==> config.mk <==
export PLATFORM = sky130hd
export DESIGN_NAME = exec_result_buffer
export DESIGN_NICKNAME = d
export VERILOG_FILES = /design/src/rtl/exec_pkg.sv /design/src/rtl/exec_entry_reg.sv /design/src/rtl/exec_result_buffer.sv
export SDC_FILE = /design/constraint.sdc
export NUM_CORES = 1
export LEC_CHECK = 0
export CAP_MARGIN = 20
export CORE_ASPECT_RATIO = 1.25
export CORE_MARGIN = 2
export CORE_UTILIZATION = 55
export CTS_CLUSTER_SIZE = 20
export DETAILED_ROUTE_END_ITERATION = 8
export PLACE_DENSITY = 0.9
export SYNTH_ARGS = -nofsm -noshare
export SYNTH_HDL_FRONTEND = slang
export SYNTH_SLANG_ARGS = --single-unit
==> constraint.sdc <==
create_clock -name clock -period 4.25 [get_ports clock]
set_clock_uncertainty 0.1 [all_clocks]
set_input_delay 0.85 -clock clock [delete_from_list [all_inputs] [get_ports clock]]
set_output_delay 0.85 -clock clock [all_outputs]
set_load 0.02 [all_outputs]
==> src/rtl/exec_pkg.sv <==
// exec_pkg: shared types for the execute-to-writeback result buffer.
//   DATA_W / DEST_W : result and register-file address widths
//   buf_state_e     : buffer occupancy (EMPTY / ONE / TWO)
//   entry_t         : one buffered ALU result with its flags and tag
package exec_pkg;

    localparam int unsigned DATA_W = 32;
    localparam int unsigned DEST_W = 5;

    typedef enum logic [1:0] {
        EMPTY = 2'd0,
        ONE   = 2'd1,
        TWO   = 2'd2
    } buf_state_e;

    typedef struct packed {
        logic [DATA_W-1:0] result;
        logic              zero;
        logic              negative;
        logic [DEST_W-1:0] dest;
        logic              wr_en;
        logic              flags_en;
    } entry_t;

endpackage

==> src/rtl/exec_entry_reg.sv <==
// exec_entry_reg: load-enable register holding one buffer entry.
//   clock : rising-edge clock
//   reset : asynchronous active-low clear
//   load  : capture d on the next edge
//   d     : entry to capture
//   q     : stored entry
module exec_entry_reg
    import exec_pkg::*;
(
    input  logic   clock,
    input  logic   reset,
    input  logic   load,
    input  entry_t d,
    output entry_t q
);

    entry_t entry_q;
    entry_t entry_d;

    // Hold unless loaded
    always_comb begin
        entry_d = entry_q;
        if (load) begin
            entry_d = d;
        end
    end

    always_ff @(posedge clock or negedge reset) begin
        if (!reset) begin
            entry_q <= '0;
        end else begin
            entry_q <= entry_d;
        end
    end

    assign q = entry_q;

endmodule

==> src/rtl/exec_result_buffer.sv <==
// exec_result_buffer: 2-entry skid buffer between the ALU and the
// register-file write port, plus architectural zero/negative flags and
// a retired-operation counter.
//   clock, reset                 : rising-edge clock, async active-low reset
//   in_valid/in_ready            : upstream handshake (in_ready registered)
//   in_result..in_flags_en       : entry fields captured verbatim on push
//   flush                        : synchronous discard of all entries
//   out_valid/out_ready          : downstream handshake on the head entry
//   out_result/out_dest/out_wr_en: head entry fields
//   flag_zero/flag_negative      : status flags updated on retirement
//   retire_count                 : wrapping count of retired entries
module exec_result_buffer
    import exec_pkg::*;
#(
    parameter int unsigned CNT_W = 16
) (
    input  logic              clock,
    input  logic              reset,
    input  logic              in_valid,
    output logic              in_ready,
    input  logic [DATA_W-1:0] in_result,
    input  logic              in_zero,
    input  logic              in_negative,
    input  logic [DEST_W-1:0] in_dest,
    input  logic              in_wr_en,
    input  logic              in_flags_en,
    input  logic              flush,
    output logic              out_valid,
    input  logic              out_ready,
    output logic [DATA_W-1:0] out_result,
    output logic [DEST_W-1:0] out_dest,
    output logic              out_wr_en,
    output logic              flag_zero,
    output logic              flag_negative,
    output logic [CNT_W-1:0]  retire_count
);

    buf_state_e       state_q, state_d;
    logic             in_ready_q, in_ready_d;
    logic             out_valid_q, out_valid_d;
    logic             flag_zero_q, flag_zero_d;
    logic             flag_negative_q, flag_negative_d;
    logic [CNT_W-1:0] retire_count_q, retire_count_d;

    logic   push;
    logic   pop;
    logic   head_load;
    logic   skid_load;
    entry_t head_in;
    entry_t in_entry;
    entry_t head_q;
    entry_t skid_q;

    // Handshakes use the registered ready/valid so neither side sees a comb path
    assign push = in_valid && in_ready_q;
    assign pop  = out_valid_q && out_ready;

    always_comb begin
        in_entry.result   = in_result;
        in_entry.zero     = in_zero;
        in_entry.negative = in_negative;
        in_entry.dest     = in_dest;
        in_entry.wr_en    = in_wr_en;
        in_entry.flags_en = in_flags_en;
    end

    exec_entry_reg u_head (
        .clock (clock),
        .reset (reset),
        .load  (head_load),
        .d     (head_in),
        .q     (head_q)
    );

    exec_entry_reg u_skid (
        .clock (clock),
        .reset (reset),
        .load  (skid_load),
        .d     (in_entry),
        .q     (skid_q)
    );

    // Next state, entry steering, and retirement side effects
    always_comb begin
        state_d         = state_q;
        head_load       = 1'b0;
        skid_load       = 1'b0;
        head_in         = in_entry;
        flag_zero_d     = flag_zero_q;
        flag_negative_d = flag_negative_q;
        retire_count_d  = retire_count_q;

        if (flush) begin
            // Flush wins over any simultaneous push or pop
            state_d = EMPTY;
        end else begin
            case (state_q)
                EMPTY: begin
                    if (push) begin
                        head_load = 1'b1;
                        state_d   = ONE;
                    end
                end
                ONE: begin
                    if (push && pop) begin
                        head_load = 1'b1;
                    end else if (push) begin
                        skid_load = 1'b1;
                        state_d   = TWO;
                    end else if (pop) begin
                        state_d = EMPTY;
                    end
                end
                TWO: begin
                    // in_ready is low here, so only a pop can happen
                    if (pop) begin
                        head_load = 1'b1;
                        head_in   = skid_q;
                        state_d   = ONE;
                    end
                end
                default: begin
                    state_d = EMPTY;
                end
            endcase

            if (pop) begin
                retire_count_d = retire_count_q + CNT_W'(1);
                if (head_q.flags_en) begin
                    flag_zero_d     = head_q.zero;
                    flag_negative_d = head_q.negative;
                end
            end
        end

        in_ready_d  = (state_d != TWO);
        out_valid_d = (state_d != EMPTY);
    end

    always_ff @(posedge clock or negedge reset) begin
        if (!reset) begin
            state_q         <= EMPTY;
            in_ready_q      <= 1'b1;
            out_valid_q     <= 1'b0;
            flag_zero_q     <= 1'b0;
            flag_negative_q <= 1'b0;
            retire_count_q  <= '0;
        end else begin
            state_q         <= state_d;
            in_ready_q      <= in_ready_d;
            out_valid_q     <= out_valid_d;
            flag_zero_q     <= flag_zero_d;
            flag_negative_q <= flag_negative_d;
            retire_count_q  <= retire_count_d;
        end
    end

    assign in_ready      = in_ready_q;
    assign out_valid     = out_valid_q;
    assign out_result    = head_q.result;
    assign out_dest      = head_q.dest;
    assign out_wr_en     = head_q.wr_en;
    assign flag_zero     = flag_zero_q;
    assign flag_negative = flag_negative_q;
    assign retire_count  = retire_count_q;

endmodule

==> metrics <==
placed inst area=5830 sq um; DR iter-0 viols=79; Area Overhead vs Synth=21.5%; post-synth top area cell=dfrtp_1; worst hold path class=reg -> reg; total global routing overflow=0; first-pass GRT wire length=15.1 mm; Synth Warn #=0; Rel. slew slack=0.451; synth cell count leaders=dfrtp_1, mux2_2, buf_4; largest net degree at the start of global routing=105; DRC viols=0; most frequent cell after synthesis=dfrtp_1; Primary FF master, synth=dfrtp_1; ANT nets after route=0; Netlist cell types=33; Vias=2852; vias in the first global route=3093; Routed WL per cell=17.3 microns; Clk Latency, worst-skew pair=0.34 ns; Crit path arrival time=3.01 ns; peak supply drop=0.271 mV; clock tree from TritonCTS=yes; Reg clk slew, reported paths=0.06 ns; Pre-antenna DRT Iters=4; clock period minus worst slack=2.89 ns; H-tree Lvls=3; largest cells by area after synthesis=dfrtp_1, mux2_2, mux2_4, buf_4, xnor2_1; routability cong.=0.723; CORE AREA=9030 sq um; # rows=39; clk buf depth=2; cell count of the worst hold path=1; worst r2r path cells=5; # IOs=104; Synthesized Nets=391; max frequency=346 MHz; total negative slack=0 ns; port buffer count=103; GRT Total Usage=0.198; via/cell ratio=5.30; Final Hold Viols=0; Syn Std Cell Area=5040 sq um; # setup viols final=0; die width=89.7 microns; Worst Tran Pin Value=0.824 ns; Worst Setup End Kind=flip-flop; WL final=9.31 mm; CTS Hold Bufs=0; status=finished, final reports clean; crit path launch type=input pin; initial antenna violation count=0; Ant. Diodes=0; pwr/cell area=546 nW/um^2; HPWL after detailed placement=6.08 mm; Synth Area per Inst=14.7 sq um; Final Cell Area=6130 sq um; post-synth top area share=0.511; Clock Tree Root=clkbuf_16; Tot Pwr=3.35 mW; nets=457; sequential cell area fraction in the yosys report=0.516; LEAKAGE=2.71 nW; Fill cells=631; Final Cycle Share=0.680; postcts setup bufs=0; Worst Path Required=4.37 ns; clock sink count=104; maxcap violations=0; Starting Density=0.559; Post-synth ARST share=1.00; Worst path max stage delay=0.64 ns; crit path cell chain=clkdlybuf4s50_1 -> nand4_1 -> or2_1 -> a21oi_4 -> buf_4 -> mux2_2; cts bufs inserted=9; Setup CP Type=in -> reg; crit-path max FO=41; post-CTS sizing=0; layout cells sized above 1=0.364; die area=9960 sq um; EDFF count, synth=0; CP max stage cell=clkdlybuf4s50_1; fin. max-slew vios=0; die height=111 microns; post-synthesis register bit count=104; RSZ-0062 raised after global routing=false; Mapped Cells=344
-- worst max-delay path, delay by kind of cell --
kind,cells,cell delay (ns)
buffers and inverters,2,1.12
AND/OR/NAND/NOR,2,0.45
multiplexers,1,0.41
AO/OA/AOI/OAI,1,0.15
-- metal layers --
metal  vias to the layer above  routed length [microns]  global-route usage
met1                      1472                     3870               0.251
li1                       1298                        -                   -
met3                        10                      398              0.0328
met4                         0                      162              0.0896
met2                        72                     4880               0.325
met5                         -                        0                   0
-- where the power goes --
group	switching, mW	internal (mW)	total, mW
Combinational	0.398	0.623	1.02
Clock	0.341	0.490	0.831
Sequential	0.192	1.30	1.50
Total	0.931	2.42	3.35
-- state kept, by name, summed over array words and instances, names as in the netlist --
signal         flops
out_valid          1
in_ready           1
flag_negative      1
flag_zero          1
u_head.q          41
retire_count      16
u_skid.q          41
state_q            2
-- logic make-up (layout without fill, tap and decap cells) --
group	count (synthesis)	count (layout)	share of synthesized area
fa+ha+maj	1	1	0.00248
mux	125	125	0.309
compound gates	8	8	0.0122
simple gates	39	39	0.0444
flops	104	104	0.516
buf+inv	52	123	0.0898
xor+xnor	15	15	0.0260
-- cells in the final DEF, fill, tap and decap left out, drive strengths merged, types with 2 or more instances in the layout --
cell / count
nor2: 5
mux2: 125
nand3: 5
clkbuf: 14
nand4: 3
dfrtp: 103
nand2: 13
xor2: 4
xnor2: 11
clkdlybuf4s50: 102
a21oi: 3
buf: 4
or2: 3
a21o: 2
and3: 3
-- path summary, 6_finish.rpt --
| check | start | to | slack, ns |
|---|---|---|---|
| max | out_ready | u_head.q[12] | 1.36 |
| min | retire_count[15] | retire_count[15] | 0.40 |
| max reg2reg | state_q[0] | u_head.q[12] | 1.95 |
| min reg2reg | retire_count[15] | retire_count[15] | 0.40 |
| max in group asynchronous | reset | u_head.q[34] | 3.18 |
| min in group asynchronous | reset | u_skid.q[15] | 0.45 |
-- metrics by stage --
step                      worst slack (ns)  hold WS [ns]  instances  utilization
after floorplan                       1.73         0.374        344            -
after global placement                1.07         0.378        522        0.645
after detailed placement              1.01         0.389        522        0.645
after CTS                             1.36         0.407        538        0.679
after global routing                  1.25         0.418        538        0.679
final                                 1.36         0.401        538        0.679
-- area by class of cell --
cell class              instances  area (sq um)  area share
repair buffers                106          1060       0.174
clock buffers                  14           264      0.0431
clock inverters                 2          37.5     0.00612
multi-input cells             188          2000       0.327
well taps                     123           154      0.0251
flip-flops and latches        104          2600       0.425
inverters                       1          3.75    0.000612
Note: power is estimated with default switching activity, not from simulation.
